`src/rtl/display_pkg.sv`:
```
// Shared constants and state encoding for the display arbiter.
// Defaults here feed the parameters of every display_arbiter file.
package display_pkg;

    localparam int DEF_N_REQ     = 3;
    localparam int DEF_WIDTHADDR = 4;
    localparam int DEF_WIDTHDATA = 24;
    localparam int DEF_TIMEOUT   = 25000;

    localparam logic [2:0] ST_IDLE  = 3'd0;
    localparam logic [2:0] ST_LATCH = 3'd1;
    localparam logic [2:0] ST_START = 3'd2;
    localparam logic [2:0] ST_WAIT  = 3'd3;
    localparam logic [2:0] ST_DONE  = 3'd4;

    typedef enum logic [2:0] {
        S_IDLE  = ST_IDLE,
        S_LATCH = ST_LATCH,
        S_START = ST_START,
        S_WAIT  = ST_WAIT,
        S_DONE  = ST_DONE
    } state_t;

    function automatic int idx_w(input int n);
        return (n > 1) ? $clog2(n) : 1;
    endfunction

endpackage

```
`src/rtl/rr_select.sv`:
```
// Combinational round-robin pick: first set request at or after ptr.
// Produces one-hot winner, its index and an any-request flag.
module rr_select
    import display_pkg::*;
#(
    parameter int N_REQ = DEF_N_REQ,
    parameter int IW    = idx_w(N_REQ)
) (
    input  logic [N_REQ-1:0] i_req,
    input  logic [IW-1:0]    i_ptr,
    output logic [N_REQ-1:0] o_winner,
    output logic [IW-1:0]    o_idx,
    output logic             o_any
);
    always_comb begin
        o_winner = '0;
        o_idx    = '0;
        o_any    = 1'b0;
        for (int i = 0; i < N_REQ; i++) begin
            if (!o_any && i_req[(int'(i_ptr) + i) % N_REQ]) begin
                o_any = 1'b1;
                o_idx = IW'((int'(i_ptr) + i) % N_REQ);
                o_winner[(int'(i_ptr) + i) % N_REQ] = 1'b1;
            end
        end
    end
endmodule

```
`src/rtl/display_arbiter.sv`:
```
// Round-robin arbiter granting one requester at a time the display
// sequencer; latches its command range and payload for the transaction.
module display_arbiter
    import display_pkg::*;
#(
    parameter int N_REQ     = DEF_N_REQ,
    parameter int WIDTHADDR = DEF_WIDTHADDR,
    parameter int WIDTHDATA = DEF_WIDTHDATA,
    parameter int TIMEOUT   = DEF_TIMEOUT
) (
    input  logic                       i_clk,
    input  logic                       i_rst,
    input  logic [N_REQ-1:0]           i_req,
    input  logic [N_REQ*WIDTHADDR-1:0] i_addr_begin,
    input  logic [N_REQ*WIDTHADDR-1:0] i_addr_end,
    input  logic [N_REQ*WIDTHDATA-1:0] i_data,
    input  logic                       i_disp_done,
    output logic [N_REQ-1:0]           o_grant,
    output logic [N_REQ-1:0]           o_done,
    output logic                       o_err,
    output logic                       o_disp_start,
    output logic [WIDTHADDR-1:0]       o_addr_begin,
    output logic [WIDTHADDR-1:0]       o_addr_end,
    output logic [WIDTHDATA-1:0]       o_data
);
    localparam int IW = idx_w(N_REQ);
    localparam int CW = $clog2(TIMEOUT + 1);

    state_t               r_state;
    state_t               w_next;
    logic [IW-1:0]        r_owner;
    logic [IW-1:0]        r_ptr;
    logic [CW-1:0]        r_cnt;
    logic [N_REQ-1:0]     r_grant;
    logic [N_REQ-1:0]     r_done;
    logic                 r_err;
    logic                 r_start;
    logic [WIDTHADDR-1:0] r_abeg;
    logic [WIDTHADDR-1:0] r_aend;
    logic [WIDTHDATA-1:0] r_data;

    logic [N_REQ-1:0]     w_win_oh;
    logic [IW-1:0]        w_win_idx;
    logic                 w_any;
    logic [WIDTHADDR-1:0] w_beg;
    logic [WIDTHADDR-1:0] w_end;
    logic [WIDTHDATA-1:0] w_data;
    logic                 w_bad;
    logic                 w_tmo;
    logic [IW-1:0]        w_ptr_nxt;

    rr_select #(
        .N_REQ (N_REQ),
        .IW    (IW)
    ) u_rr (
        .i_req    (i_req),
        .i_ptr    (r_ptr),
        .o_winner (w_win_oh),
        .o_idx    (w_win_idx),
        .o_any    (w_any)
    );

    assign w_beg  = i_addr_begin[r_owner*WIDTHADDR +: WIDTHADDR];
    assign w_end  = i_addr_end[r_owner*WIDTHADDR +: WIDTHADDR];
    assign w_data = i_data[r_owner*WIDTHDATA +: WIDTHDATA];
    assign w_bad  = w_beg > w_end;
    assign w_tmo  = r_cnt == CW'(TIMEOUT - 1);

    assign w_ptr_nxt = (r_owner == IW'(N_REQ - 1)) ? '0
                                                    : r_owner + IW'(1);

    always_ff @(posedge i_clk) begin
        if (i_rst) r_state <= S_IDLE;
        else       r_state <= w_next;
    end

    always_comb begin
        w_next = r_state;
        unique case (r_state)
            S_IDLE:  if (w_any) w_next = S_LATCH;
            S_LATCH: w_next = w_bad ? S_DONE : S_START;
            S_START: w_next = S_WAIT;
            S_WAIT:  if (i_disp_done || w_tmo) w_next = S_DONE;
            S_DONE:  w_next = S_IDLE;
            default: w_next = S_IDLE;
        endcase
    end

    // Pulses default low; they rise only on the transition that earns them.
    always_ff @(posedge i_clk) begin
        if (i_rst) begin
            r_owner <= '0;
            r_ptr   <= '0;
            r_cnt   <= '0;
            r_grant <= '0;
            r_done  <= '0;
            r_err   <= 1'b0;
            r_start <= 1'b0;
            r_abeg  <= '0;
            r_aend  <= '0;
            r_data  <= '0;
        end else begin
            r_done  <= '0;
            r_err   <= 1'b0;
            r_start <= 1'b0;
            unique case (r_state)
                S_IDLE: begin
                    if (w_any) r_owner <= w_win_idx;
                end
                S_LATCH: begin
                    r_abeg  <= w_beg;
                    r_aend  <= w_end;
                    r_data  <= w_data;
                    r_grant <= N_REQ'(1) << r_owner;
                    r_err   <= w_bad;
                    r_start <= !w_bad;
                end
                S_START: r_cnt <= '0;
                S_WAIT: begin
                    r_cnt <= r_cnt + CW'(1);
                    if (i_disp_done) r_done <= r_grant;
                    else if (w_tmo)  r_err  <= 1'b1;
                end
                S_DONE: begin
                    r_grant <= '0;
                    r_ptr   <= w_ptr_nxt;
                end
                default: ;
            endcase
        end
    end

    assign o_grant      = r_grant;
    assign o_done       = r_done;
    assign o_err        = r_err;
    assign o_disp_start = r_start;
    assign o_addr_begin = r_abeg;
    assign o_addr_end   = r_aend;
    assign o_data       = r_data;

    logic w_unused;
    assign w_unused = ^w_win_oh;
endmodule

```
`config.mk`:
```
export PLATFORM = sky130hd
export DESIGN_NAME = display_arbiter
export DESIGN_NICKNAME = d
export VERILOG_FILES = /design/src/rtl/display_pkg.sv /design/src/rtl/rr_select.sv /design/src/rtl/display_arbiter.sv
export SDC_FILE = /design/constraint.sdc
export NUM_CORES = 1
export LEC_CHECK = 0
export CAP_MARGIN = 20
export CORE_ASPECT_RATIO = 1.2
export CORE_UTILIZATION = 48
export DETAILED_ROUTE_END_ITERATION = 16
export PLACE_DENSITY = 0.94
export SYNTH_ARGS = -nofsm -noshare
export SYNTH_HDL_FRONTEND = slang
export SYNTH_HIERARCHICAL = 1
export SYNTH_SLANG_ARGS = --single-unit
```
`constraint.sdc`:
```
create_clock -name i_clk -period 4.7 [get_ports i_clk]
set_clock_uncertainty 0.1 [all_clocks]
set_input_delay 0.705 -clock i_clk [delete_from_list [all_inputs] [get_ports i_clk]]
set_output_delay 0.705 -clock i_clk [all_outputs]
set_load 0.05 [all_outputs]
```
Word-level counts from Yosys, hierarchy flattened:

Index checks and enable logic that the tools add are counted.

* register bits after elaboration: 62
* input bits: 102
* output and inout port bits: 40
* logic and storage cells: 76

* add/sub/neg operators: 4
* multipliers: 1
* div/mod/pow operators: 3
* order comparisons: 4
* equal/unequal tests: 8
* shift-type cells: 4
* mux-type cells: 25
* bitwise gates (word level): 3
* reduce and logical (&&, ||, !) cells: 13

Operator list (count)
* 32-bit by 4-bit less-than comparator with 1-bit output (second input constant): 3
* 72-bit by 8-bit indexed part select with 24-bit output: 1
* 32-bit by 3-bit remainder unit with 32-bit output (second input constant): 2
* 3-bit by 3-bit remainder unit with 32-bit output (second input constant): 1
* 15-bit case mux with 2 select lines: 1
* 12-bit by 5-bit indexed part select with 4-bit output: 2
* 15-bit by 1-bit adder with 15-bit output (second input constant): 1
* 15-bit == test (second input constant): 1
* 3-bit case mux with 4 select lines: 1
* 1-bit 2-to-1 mux: 11
* 3-bit 2-to-1 mux: 3
* 2-bit 2-to-1 mux: 4
* 1-bit binary-select mux with 2-bit select: 3
* 3-bit by 2-bit == test with 1-bit output (second input constant): 2
* 3-bit case mux with 2 select lines: 1
* 4-bit > comparator: 1
* 2-bit by 2-bit multiplier with 4-bit output (second input constant): 1
* 2-bit AND reduction: 2
* 2-bit nonzero test: 2
* 2-bit by 1-bit adder with 3-bit output (second input constant): 1
* 2-bit by 2-bit adder with 3-bit output (second input constant): 1
* 3-bit by 1-bit == test with 1-bit output (second input constant): 1
* 3-bit == test (second input constant): 1
* 1-bit zero test: 3
* 12 further kinds: 15

Depth between registers and ports, before layout:

Gate-level depths: netlist (run 1).

* word-level depth: 13
* depth in mapped cells: 11
* mapped depth without buffers: 9

By module:

Netlist (run 1), hierarchy kept.

Modules (own cells, without submodules)
* display_arbiter: instances 1, cells an instance 378, area each 3224.3 um^2, seq. area each 1241.2 um^2
* rr_select: instances 1, cells an instance 52, area each 381.6 um^2, seq. area each 0.0 um^2

Worst setup path after synthesis (run 1):

No wires, ideal clock.

* path type: flip-flop to flip-flop
* from: register r_owner[0]
* to: register r_err, in the netlist o_err
* library setup time: 0.115 ns
* arrival time: 2.138 ns
* data required time: 4.485 ns
* path slack: 2.347 ns
* stages on the path, launching flop included: 12
* buffers on the path: 3
* period minus slack after synthesis: 2.353 ns
* cells stage by stage: dfxtp_1 buf_2 nor2b_1 clkbuf_1 clkbuf_1 nand2_1 nand2_1 ha_1 nor2b_1 o211ai_1 a211oi_1 o21ba_2

* longest elaborated chain between the ends: 3
* elaborated cells between the ends (all ways): 4
* those cells by class: order compare: 1; shift: 2; mux: 1

RTL lines
* from (decl): RTL line display_arbiter.sv:31 `logic [IW-1:0] r_owner;`
* from (signal assigned): RTL line display_arbiter.sv:108 `if (w_any) r_owner <= w_win_idx;`
* 12-bit by 5-bit indexed part select with 4-bit output: RTL line display_arbiter.sv:63 `assign w_beg = i_addr_begin[r_owner*WIDTHADDR +: WIDTHADDR];`
* named net w_beg[1]: RTL line display_arbiter.sv:45 `logic [WIDTHADDR-1:0] w_beg;`
* 4-bit > comparator: RTL line display_arbiter.sv:66 `assign w_bad = w_beg > w_end;`
* 1-bit case mux with 2 select lines: RTL line display_arbiter.sv:106 `unique case (r_state)`
* to (signal assigned): RTL line display_arbiter.sv:115 `r_err <= w_bad;`
* to (decl): RTL line display_arbiter.sv:36 `logic r_err;`

The timed path passes the listed nets, and every way through them passes these cells.
A chain may end at the register's enable or synchronous reset.

Worst setup path in the final report (run 1):

* from: register r_owner[1]
* to: register r_err, in the netlist o_err

* longest elaborated chain between the ends: 3
* elaborated cells between the ends (all ways): 4
* those cells by class: order compare: 1; shift: 2; mux: 1

RTL lines (RTL line)
* 12-bit by 5-bit indexed part select with 4-bit output (on tied branches): display_arbiter.sv:63, display_arbiter.sv:64
* 4-bit > comparator (*): display_arbiter.sv:66
* 1-bit case mux with 2 select lines (*): display_arbiter.sv:106

Mark *: on every way between the ends. The rest lies on a longest branch, timed or not.

==> metrics.md, run 1 <==
| Metric | Value |
|---|---|
| Yosys Warn Count | `6` |
| Final Hold Viols | `0` |
| Pre-antenna DRT Iters | `5` |
| Antenna violations before repair | `0` |
| Fmax | `326 MHz` |
| Hold buffer count at cts | `0` |
| Final worst slack | `roughly 1.6 ns` |
| Worst Path Required | `just under 5 ns` |
| Total CTS buffers | `9` |
| Clock buffer depth | `2` |
| Crit path launch type | `flip-flop` |
| Syn-to-layout area delta | `44.3%` |
| Hold_ws | `around 0.39 ns` |
| # Max-Cap Violations | `0` |
| R2R Path Start | `r_owner[1]` |
| Global-route wire length before repair | `approximately 16 mm` |
| Core Area | `just under 7000 µm²` |
| Total leakage power | `about 1.8 nW` |
| RePlAce Congestion | `approximately 0.88` |
| GRT Total Usage | `between 20% and 30%` |
| DR vias/cell | `5.78` |
| Total nets after synthesis | `524` |
| Fin crit period | `3.06 ns` |
| Pins Over Slew Limit | `0` |
| Clk slew on worst S/H paths | `~0.07 ns` |
| Layout cells sized above 1 | `under 10%` |
| Die width | `~80 µm` |
| Initial Utilization | `50.4%` |
| Setup violations, final | `0` |
| RSZ-0062 raised after global routing | `no` |
| Die H | `approximately 96 µm` |
| Reg2reg path depth | `7` |
| Top Layer Used | `met4` |
| ANT cells | `0` |
| Relative slew slack | `24.6%` |
| CTS tree | `yes` |
| R2R Path End | `o_err` |
| # IOs | `142` |
| Largest net degree at the start of global routing | `64` |
| Cell Rows | `33` |
| H-tree Lvls | `3` |
| Grt total ovfl | `0` |
| Post-CTS setup buffers | `0` |
| Hold Path End | `o_data[20]` |
| Die area | `7630 µm²` |
| Crit share post-route | `65.2%` |
| Status | `finished clean` |
| CP Class | `reg -> reg` |
| Cts repair resizes | `0` |
| Post-DRT Antenna Nets | `0` |
| Metal3 WL | `about 760 µm` |
| Data arrival, critical path | `3.25 ns` |
| Final wirelength | `10.2 mm` |
| Wire per inst | `between 15 and 20 µm` |
| Worst hold stages | `2` |
| P per Cell Area | `about 430 nW/µm²` |
| Final setup TNS | `0 ns` |
| Power Total | `~0.0022 W` |
| Clk root buf | `clkbuf_8` |
| Port Buffers | `around 140` |
| Largest fanout on the critical path | `36` |
| Vias in the first global route | `around 3.3k` |
| Post-Syn Area | `roughly 3500 µm²` |
| Hold_sp | `o_data[20]` |
| Worst slew pin tran | `approximately 1.1 ns` |
| Via count | `roughly 3.6k` |
| Drt first-iter violations | `223` |
| Avg Cell Area, Syn | `between 8 and 9 µm²` |
| Worst hold path type | `reg -> reg` |
| Reg2reg setup slack | `around 1.6 ns` |
| Nets | `between 600 and 700` |
| Met2 wire length | `5.41 mm` |
| Num Clock Sinks | `between 60 and 70` |
| CP Capture Type | `flip-flop` |
| Peak supply drop | `around 0.23 mV` |
| Wire length on met1 | `roughly 3.8 mm` |
| Worst-skew pair later-pin latency | `0.33 ns` |
| Pre-CTS setup slack | `1.68 ns` |
| Post-DP HPWL | `between 7 and 8 mm` |
| Remaining routing DRC violations | `0` |
| Mapped Cells | `roughly 410` |
## worst max-delay path: stages (launching register included)
cell	delay, ns
dfxtp_2	0.62
nor2b_2	0.92
a21oi_1	0.23
ha_1	0.37
nor2b_1	0.17
o211ai_1	0.11
a211oi_1	0.30
o21ba_2	0.19
## metal layers
| layer | vias up | track usage, % |
|---|---|---|
| met3 | 28 | 6.32 |
| met1 | 1664 | 28.4 |
| met4 | 0 | 13.5 |
| met5 | - | 0 |
| li1 | 1739 | - |
| met2 | 176 | 48.8 |
## stage by stage
stage / instance area [µm²] / utilization, % / std cells
after floorplan: 3500 / - / 413
final: 5040 / 72.7 / 624
after CTS: 5040 / 72.7 / 624
after global routing: 5040 / 72.7 / 624
after detailed placement: 4890 / 70.5 / 610
after global placement: 4890 / 70.5 / 610
## sequential cells by signal, summed over array words and instances, names as in the netlist
name / flops
r_cnt: 15
o_addr_begin: 4
o_done: 3
r_state: 3
o_disp_start: 1
r_ptr: 2
o_data: 24
o_grant: 3
r_owner: 2
o_err: 1
o_addr_end: 4
## power by group
part	internal, W	total (W)	switching (W)
Sequential	0.000623	0.000719	0.0000954
Clock	0.000198	0.000390	0.000192
Combinational	0.000413	0.00106	0.000643
## worst max-delay path by stage
stage | depth (start not counted) | slack (ns) | from | endpoint
2_1_floorplan | 11 | 2.35 | r_owner[0] | o_err
3_5_place_dp | 7 | 1.68 | r_owner[1] | o_err
5_1_grt | 7 | 1.45 | r_owner[1] | o_err
3_3_place_gp | 7 | 1.81 | r_owner[1] | o_err
4_1_cts | 7 | 1.65 | r_owner[1] | o_err
6_report | 7 | 1.64 | r_owner[1] | o_err
## placed cells by master, fill, tap and decap left out, types with 10 or more instances in the layout
| cell | instances |
|---|---|
| clkbuf_8 | 10 |
| clkdlybuf4s50_1 | 140 |
| dfxtp_1 | 61 |
| nor2_1 | 74 |
| nand2_1 | 23 |
| nor3_1 | 27 |
| a211oi_1 | 21 |
| a21oi_1 | 21 |
| mux2i_1 | 39 |
## area by class of cell
| class | count | area [µm²] |
|---|---|---|
| Multi-Input combinational cell | 312 | 2090 |
| Fill cell | 523 | 1890 |
| Timing Repair Buffer | 144 | 1430 |
| Sequential cell | 62 | 1240 |
| Clock buffer | 12 | 145 |
| Tap cell | 87 | 109 |
| Inverter | 5 | 18.8 |
| Clock inverter | 2 | 10.0 |
Note: power is estimated with default switching activity, not from simulation.
==> inputs of run 2 (changes only) <==
Settings changed: CORE_UTILIZATION 48 to 44, PLACE_DENSITY 0.94 to 0.88.
Clock period 4.7 ns to 2.94 ns, I/O delays scaled along.
==> run 2 against run 1 <==
  * Register-to-register slack got worse by 1.2 ns
  * Via count down 1.0%
  * Clock-buffer cell count decreased by 2
  * Clock power grew 140%
  * Sequential cell count unchanged
  * Global-route usage is 2.5 points lower
  * Critical path type unchanged
  * Critical endpoint unchanged
==> metrics.md, run 2 (synthesis results as in run 1) <==
| Metric | Value |
|---|---|
| Grt total ovfl | `0` |
| RePlAce Congestion | `0.824` |
| Port Buffers | `141` |
| Worst-skew pair later-pin latency | `between 0.3 and 0.4 ns` |
| Reg2reg path depth | `7` |
| Data arrival, critical path | `2.71 ns` |
| Final wirelength | `between 10 and 15 mm` |
| P per Cell Area | `around 730 nW/µm²` |
| Num Clock Sinks | `62` |
| Post-DRT Antenna Nets | `0` |
| RSZ-0062 raised after global routing | `no` |
| H-tree Lvls | `3` |
| Hold buffer count at cts | `0` |
| Total CTS buffers | `9` |
| # IOs | `around 140` |
| GR peak layer | `met2` |
| Pre-antenna DRT Iters | `4` |
| Cell Rows | `35` |
| Hold_sp | `o_grant[1]` |
| Total leakage power | `around 1.8 nW` |
| Global-route wire length before repair | `16.1 mm` |
| R2R Path End | `o_err` |
| Wire per inst | `about 16 µm` |
| Met2 global-route usage | `around 44%` |
| Clk slew on worst S/H paths | `approximately 0.07 ns` |
| Initial Utilization | `between 40% and 50%` |
| Reg2reg setup slack | `around 0.42 ns` |
| Antenna violations before repair | `0` |
| Hold Path End | `o_done[1]` |
| DR vias/cell | `roughly 5.6` |
| Final instance area | `approximately 5200 µm²` |
| Die area | `8310 µm²` |
| Status | `finished clean` |
| Worst slew pin tran | `between 0.6 and 0.7 ns` |
| Vias in the first global route | `between 3k and 4k` |
| Setup violations, final | `0` |
| Fin crit period | `roughly 2.5 ns` |
| Remaining routing DRC violations | `0` |
| Syn-to-layout area delta | `47.8%` |
| Largest fanout on the critical path | `25` |
| Layout cells sized above 1 | `8.49%` |
| Crit share post-route | `between 80 and 90%` |
| Clk root buf | `clkbuf_8` |
| Die width | `83.4 µm` |
| Max FFs per register | `24` |
| Most frequent cells in the layout | `140 x clkdlybuf4s50_1, 74 x nor2_1, 61 x dfxtp_1` |
| Largest net degree at the start of global routing | `36` |
| Hold_ws | `0.400 ns` |
| Commonest non-fill, non-tap cell in the layout | `clkdlybuf4s50_1` |
| Worst hold stages | `1` |
| Grt met3 use | `6.80%` |
| GRT Total Usage | `about a quarter` |
| ANT cells | `0` |
| CP Capture Type | `flip-flop` |
| Via count | `~3.6k` |
| Worst Path Required | `approximately 3.1 ns` |
| Post-DP HPWL | `about 7.6 mm` |
| CP Class | `reg -> reg` |
| Core Area | `just under 8000 µm²` |
| Crit path launch type | `flip-flop` |
| Fillcell total | `around 610` |
| # Max-Cap Violations | `0` |
| Layout Utilization | `approximately two thirds` |
| Relative slew slack | `58.2%` |
| Final setup TNS | `0 ns` |
| CTS tree | `yes` |
| Drt first-iter violations | `160` |
| Placed Instance Area | `about 4900 µm²` |
| Peak supply drop | `0.390 mV` |
| Clock buffer depth | `2` |
| Met1 Track Usage GR | `around 27%` |
| Worst hold path type | `reg -> reg` |
| Pins Over Slew Limit | `0` |
| R2R Path Start | `r_owner[0]` |
| Fmax | `roughly 400 MHz` |
| Die H | `~100 µm` |
| Final Hold Viols | `0` |
| Nets | `roughly 650` |
## run 2: how the worst max path moves through the flow
stage                     depth (start not counted)  slack [ns]    end  startpoint
after floorplan                                  11        0.59  o_err  r_owner[0]
after detailed placement                          7        0.21  o_err  r_owner[0]
after CTS                                         7        0.19  o_err  r_owner[0]
final                                             7        0.42  o_err  r_owner[0]
after global routing                              7        0.20  o_err  r_owner[0]
after global placement                            7        0.42  o_err  r_owner[0]
## run 2: repair_timing
item	4_1_cts	5_1_grt
gates resized for setup	0	1
buffers inserted	0	0
setup endpoints to repair	0	2
## run 2: metrics by stage
stage	total power (W)	cells	worst slack (ns)
after CTS	0.00377	634	0.189
final	0.00378	634	0.418
after global placement	0.00280	618	0.416
after detailed placement	0.00284	618	0.209
after floorplan	0.00227	413	0.587
after global routing	0.00395	634	0.199
## run 2: where the power goes
group | switching [W] | internal [W] | total [W]
Combinational | 0.00106 | 0.000665 | 0.00172
Clock | 0.000349 | 0.000585 | 0.000934
Sequential | 0.000126 | 0.000995 | 0.00112
## run 2: routing by layer
metal	vias to the layer above	routed length, µm
li1	1746	-
met1	1669	4080
met2	140	5360
met3	16	645
met4	0	193
met5	-	0
## run 2: worst max-delay path, stage by stage (launching register included)
cell and delay [ns]:
dfxtp_1 0.37, nor2b_4 0.53, a21oi_1 0.22, ha_1 0.33
nor2b_1 0.19, o211ai_1 0.14, a211oi_1 0.37, o21ba_2 0.21
## run 2: layout make-up
cell class	count	area (µm²)	area share [%]
Clock buffer	10	138	2.66
Clock inverter	6	109	2.11
Inverter	5	18.8	0.363
Multi-Input combinational cell	312	2100	40.5
Sequential cell	62	1240	24.0
Tap cell	92	115	2.23
Timing Repair Buffer	147	1450	28.1
